### src/rtl/mul_add_pkg.sv
`default_nettype none
// ============================================================================
// Module      : mul_add_pkg
// Description : Shared constants and state type for the mul_add block.
// Revision    : 1.0
// ============================================================================
package mul_add_pkg;

    localparam int c_WIDTH_DEFAULT = 32;
    localparam int c_CNT_W_DEFAULT = 6;

    typedef enum logic [0:0] {
        IDLE = 1'b0,
        RUN  = 1'b1
    } state_t;

endpackage : mul_add_pkg
`default_nettype wire

### src/rtl/mul_add_if.sv
`default_nettype none
// ============================================================================
// Module      : mul_add_if
// Description : Start strobe, operands and result/status bundle of mul_add.
// Revision    : 1.0
// ============================================================================
interface mul_add_if
    import mul_add_pkg::*;
#(
    parameter int WIDTH = c_WIDTH_DEFAULT
) ();

    logic             en;
    logic [WIDTH-1:0] a;
    logic [WIDTH-1:0] b;
    logic [WIDTH-1:0] c;
    logic [WIDTH-1:0] p_hi;
    logic [WIDTH-1:0] p_lo;
    logic             busy;
    logic             done;

    modport master (
        output en, a, b, c,
        input  p_hi, p_lo, busy, done
    );

    modport slave (
        input  en, a, b, c,
        output p_hi, p_lo, busy, done
    );

endinterface : mul_add_if
`default_nettype wire

### src/rtl/mul_add.sv
`default_nettype none
// ============================================================================
// Module      : mul_add
// Description : Sequential radix-2 shift-add unsigned multiply-accumulate,
//               P = a*b + c, one multiplier bit per clock.
// Revision    : 1.0
// ============================================================================
module mul_add
    import mul_add_pkg::*;
#(
    parameter int WIDTH = c_WIDTH_DEFAULT,
    parameter int CNT_W = c_CNT_W_DEFAULT
) (
    input  logic      clk,
    input  logic      rst_n,
    mul_add_if.slave  bus
);

    localparam logic [CNT_W-1:0] c_LAST = CNT_W'(WIDTH - 1);
    localparam logic [CNT_W-1:0] c_ONE  = CNT_W'(1);

    state_t             r_state;
    logic [2*WIDTH-1:0] r_acc;
    logic [2*WIDTH-1:0] r_mcand;
    logic [WIDTH-1:0]   r_mplier;
    logic [CNT_W-1:0]   r_cnt;
    logic [WIDTH-1:0]   r_p_hi;
    logic [WIDTH-1:0]   r_p_lo;
    logic               r_busy;
    logic               r_done;
    logic [2*WIDTH-1:0] w_acc_next;

    // The addend seeds the accumulator, so no final add is needed; the sum
    // can never exceed 2^(2W) - 2^W, so the 2W-bit add has no carry out.
    assign w_acc_next = r_mplier[0] ? (r_acc + r_mcand) : r_acc;

    always_ff @(posedge clk or negedge rst_n) begin
        if (!rst_n) begin
            r_state  <= IDLE;
            r_acc    <= '0;
            r_mcand  <= '0;
            r_mplier <= '0;
            r_cnt    <= '0;
            r_p_hi   <= '0;
            r_p_lo   <= '0;
            r_busy   <= 1'b0;
            r_done   <= 1'b0;
        end else if (bus.en) begin
            // A start always wins, discarding any operation in flight.
            r_acc    <= {{WIDTH{1'b0}}, bus.c};
            r_mcand  <= {{WIDTH{1'b0}}, bus.a};
            r_mplier <= bus.b;
            r_cnt    <= '0;
            r_state  <= RUN;
            r_busy   <= 1'b1;
            r_done   <= 1'b0;
        end else begin
            case (r_state)
                IDLE: begin
                    r_done <= 1'b0;
                end
                RUN: begin
                    r_acc    <= w_acc_next;
                    r_mcand  <= r_mcand << 1;
                    r_mplier <= r_mplier >> 1;
                    r_cnt    <= r_cnt + c_ONE;
                    if (r_cnt == c_LAST) begin
                        r_p_hi  <= w_acc_next[2*WIDTH-1:WIDTH];
                        r_p_lo  <= w_acc_next[WIDTH-1:0];
                        r_done  <= 1'b1;
                        r_busy  <= 1'b0;
                        r_state <= IDLE;
                    end else begin
                        r_done  <= 1'b0;
                    end
                end
                default: begin
                    r_state <= IDLE;
                    r_busy  <= 1'b0;
                    r_done  <= 1'b0;
                end
            endcase
        end
    end

    assign bus.p_hi = r_p_hi;
    assign bus.p_lo = r_p_lo;
    assign bus.busy = r_busy;
    assign bus.done = r_done;

endmodule : mul_add
`default_nettype wire

### src/flat_wrapper.sv
// flat-port wrapper written by rule: the top's interface ports become plain ports
module mul_add_flat import mul_add_pkg::*;
#(
    parameter int WIDTH = c_WIDTH_DEFAULT,
    parameter int CNT_W = c_CNT_W_DEFAULT
)
  (clk, rst_n, bus_en, bus_a, bus_b, bus_c, bus_p_hi, bus_p_lo, bus_busy, bus_done);
  mul_add_if #(.WIDTH(WIDTH)) bus_i ();
  input  logic clk;
  input  logic rst_n;
  input wire logic [$bits(bus_i.en)-1:0] bus_en;
  input wire logic [$bits(bus_i.a)-1:0] bus_a;
  input wire logic [$bits(bus_i.b)-1:0] bus_b;
  input wire logic [$bits(bus_i.c)-1:0] bus_c;
  output wire logic [$bits(bus_i.p_hi)-1:0] bus_p_hi;
  output wire logic [$bits(bus_i.p_lo)-1:0] bus_p_lo;
  output wire logic [$bits(bus_i.busy)-1:0] bus_busy;
  output wire logic [$bits(bus_i.done)-1:0] bus_done;
  assign bus_i.en = bus_en;
  assign bus_i.a = bus_a;
  assign bus_i.b = bus_b;
  assign bus_i.c = bus_c;
  assign bus_p_hi = bus_i.p_hi;
  assign bus_p_lo = bus_i.p_lo;
  assign bus_busy = bus_i.busy;
  assign bus_done = bus_i.done;
  mul_add #(.WIDTH(WIDTH), .CNT_W(CNT_W)) u_core (.clk(clk), .rst_n(rst_n), .bus(bus_i));
endmodule
### config.mk
export PLATFORM = sky130hd
export DESIGN_NAME = mul_add_flat
export DESIGN_NICKNAME = d
export VERILOG_FILES = /design/src/rtl/mul_add_pkg.sv /design/src/rtl/mul_add_if.sv /design/src/rtl/mul_add.sv /design/src/flat_wrapper.sv
export SDC_FILE = /design/constraint.sdc
export NUM_CORES = 1
export LEC_CHECK = 0
export BUFFER_PORTS_ARGS = -buffer_cell sky130_fd_sc_hd__buf_2
export CORE_ASPECT_RATIO = 1.75
export CORE_MARGIN = 2
export CORE_UTILIZATION = 57
export CTS_BUF_LIST = sky130_fd_sc_hd__clkbuf_8 sky130_fd_sc_hd__clkbuf_16
export DETAILED_ROUTE_END_ITERATION = 12
export MAX_ROUTING_LAYER = met4
export PLACE_DENSITY = 0.78
export SETUP_SLACK_MARGIN = 0.5
export SLEW_MARGIN = 5
export SYNTH_ARGS = -nofsm -noshare
export SYNTH_HDL_FRONTEND = slang
export SYNTH_SLANG_ARGS = --single-unit
### constraint.sdc
create_clock -name clk -period 8.5 [get_ports clk]
set_input_delay 1.275 -clock clk [delete_from_list [all_inputs] [get_ports clk]]
set_output_delay 1.275 -clock clk [all_outputs]
set_load 0.02 [all_outputs]
==> impl_metrics.json <==
{
  "finalCritPeriodShare_pct": 42.4,
  "routabilityCongestion": 0.964,
  "synthDominantCellAreaShare_pct": 41.2,
  "yosysUniqueCellTypes": 61,
  "min_period_ns": 3.61,
  "vias_per_cell": 5.97,
  "fin_ws_ns": 4.89,
  "drive_above_1_share_pct": 13.2,
  "dp_hpwl_um": 26200,
  "clock-root-buffer": "clkbuf_16",
  "avgSynthCellArea_um2": 8.85,
  "gr-total-overflow": 0,
  "start_util_pct": 57.6,
  "ys_top_cells_by_count": "243 x nand2_1, 233 x dfrtp_1, 169 x o21ai_0",
  "clock.fmax_ghz": 0.277,
  "worstSetupPathType": "reg -> reg",
  "clock_latency_ns": 0.55,
  "rr_endpoint": "u_core.bus.p_hi[27]",
  "synth_cells": 1598,
  "yosys_warnings": 0,
  "drtAntennaViolNets": 0,
  "r2r_cells": 11,
  "tns_ns": 0,
  "async_flop_share_pct": 100,
  "irDropWorstVdd_mv": 0.161,
  "grt_pass1_wl_um": 59700,
  "hold_viol_final": 0,
  "yosysSeqAreaShare_pct": 41.2,
  "post_cts_buffers": 0,
  "end_kind": "register",
  "wire_per_inst_um": 18.3,
  "cts_buffers": 23,
  "num_vias": 12000,
  "synth-main-ff-cell": "dfrtp_1",
  "r2r-start": "u_core.r_mcand[6]",
  "ctsResizeCount": 0,
  "ys_ff_latch": 233,
  "slew_headroom_pct": 25.2,
  "crit_start": "u_core.r_mcand[6]",
  "p_leak_nw": 8.29,
  "coreArea_um2": 24500,
  "numPortBuffers": 164,
  "crit_end": "u_core.bus.p_hi[27]",
  "io_pins": 165,
  "start_kind": "register",
  "synth_top_area_cell": "dfrtp_1",
  "dpl_worst_slack_ns": 4.80,
  "setup_viol": 0,
  "grt_antenna_before_repair": 0,
  "cts_tree": "yes",
  "syn_area_um2": 14100,
  "cts_hold_buf": 0,
  "area_growth_pct": 11.6,
  "finClkSkew_ns": 0.0274,
  "fin_area_um2": 15800,
  "arrival_ns": 3.97,
  "firstDrtPassIters": 5,
  "drt-total-wl_um": 36900,
  "holdPathStages": 1,
  "final_util_pct": 64.3,
  "worst_pin_slew_ns": 1.12,
  "rsz0062_at_grt": "no",
  "die_x_um": 123,
  "grt_max_degree": 143,
  "nNetsFinal": 1849,
  "placedCellCount": 1972,
  "htreeDepth": 1,
  "fin_hold_ws_ns": 0.474,
  "path_clk_slew_ns": 0.06,
  "synth_edf_count": 0,
  "finalPower_mw": 2.95,
  "dieHeight_um": 212,
  "ctsLongestPathBuffers": 3,
  "drc": 0,
  "final_max_slew_viol_count": 0,
  "drv_cap": 0,
  "dieArea_um2": 26100,
  "placed_area_um2": 15000,
  "rows": 76,
  "critical_path.max_fanout": 6,
  "cts.sinks": 233,
  "synth_nets": 1762,
  "r2r_slack_ns": 4.89,
  "powerDensity_nw_per_um2": 187,
  "synth.most_common_cell": "nand2_1",
  "cp.required_ns": 8.86,
  "grt_pass1_vias": 12200,
  "min-delay-path-class": "reg -> reg",
  "track_usage_pct": 29.5,
  "final_cell_count_no_fill": 2013,
  "yosys-top-cells-area": "dfrtp_1 41%, mux2i_1 11%, nand2_1 6.5%",
  "n_antenna_cell": 0,
  "drt_iter0_markers": 726,
  "outcome": "complete, no violations"
}
-- metal layers --
layer  global-route usage [%]  routed length [um]  vias to the layer above
li1                         -                   -                     5852
met1                     32.8               13900                     5668
met2                     51.6               19400                      360
met3                     2.76                1420                      142
met4                     15.9                2160                        0
met5                        -                   0                        -
-- power breakdown --
group / total (mW) / internal (mW) / switching, mW
sequential: 1.23 / 1.17 / 0.0585
combinational: 0.700 / 0.266 / 0.434
clock: 1.02 / 0.575 / 0.448
-- cells in the final DEF (no fill, tap or decap), types with 14 or more instances in the layout --
cell type / instances
nand2_1: 242
dfrtp_1: 231
o21ai_0: 169
buf_2: 162
mux2i_1: 154
a21oi_1: 122
nor2_1: 112
ha_1: 64
a21o_1: 46
xnor2_1: 33
nand4_1: 31
o21ai_1: 24
clkbuf_16: 23
nand3_1: 22
xor2_1: 22
nor3_1: 20
inv_1: 19
a211oi_1: 17
and3_1: 17
o21a_1: 14
-- state kept, by name, indices dropped and copies added (netlist names) --
signal / count
u_core.bus.p_hi: 32
u_core.r_mplier: 32
u_core.r_mcand: 64
u_core.r_state: 1
u_core.r_cnt: 6
u_core.r_acc: 64
u_core.bus.busy: 1
u_core.bus.done: 1
u_core.bus.p_lo: 32
-- cell families (layout without fill, tap and decap cells) --
kind of cell               Yosys count  in the layout  share of synthesized area, %
AOI/OAI and AO/OA                  454            454                          19.0
muxes                              155            155                          11.0
xor gates and xnor gates            55             55                          3.41
buffers and inverters              128            231                          3.49
adders and majority gates           65             65                          5.80
DFF                                233            233                          41.2
and+or+nand+nor                    508            508                          16.1
-- critical path, cell delays in order, from the launching register on --
cell and delay (ns):
dfrtp_1 0.40, ha_1 0.40, and3_1 0.23, and3_1 0.19
a211oi_2 0.43, o21ai_1 0.33, nor2_1 0.25, o2111ai_1 0.18
a21oi_1 0.41, o21ai_1 0.15, xnor2_1 0.32, a311oi_1 0.14
-- final cells by class --
class,instances,area (um2)
clock buffers,32,699
clock inverters,9,55.1
fillers,2143,8750
inverters,17,63.8
multi-input cells,1237,7830
flip-flops and latches,233,5840
well taps,312,390
repair buffers,173,905
-- worst min-delay path by stage --
| stage | from | end | slack (ns) |
|---|---|---|---|
| floorplan | u_core.r_acc[55] | u_core.r_acc[55] | 0.47 |
| global placement | u_core.bus.p_hi[14] | u_core.bus.p_hi[14] | 0.46 |
| detailed placement | u_core.bus.p_hi[20] | u_core.bus.p_hi[20] | 0.46 |
| CTS | u_core.bus.p_hi[20] | u_core.bus.p_hi[20] | 0.48 |
| global route | u_core.bus.p_hi[9] | u_core.bus.p_hi[9] | 0.49 |
| finish | u_core.bus.p_hi[20] | u_core.bus.p_hi[20] | 0.47 |
Power figures use the tool's default switching activity.
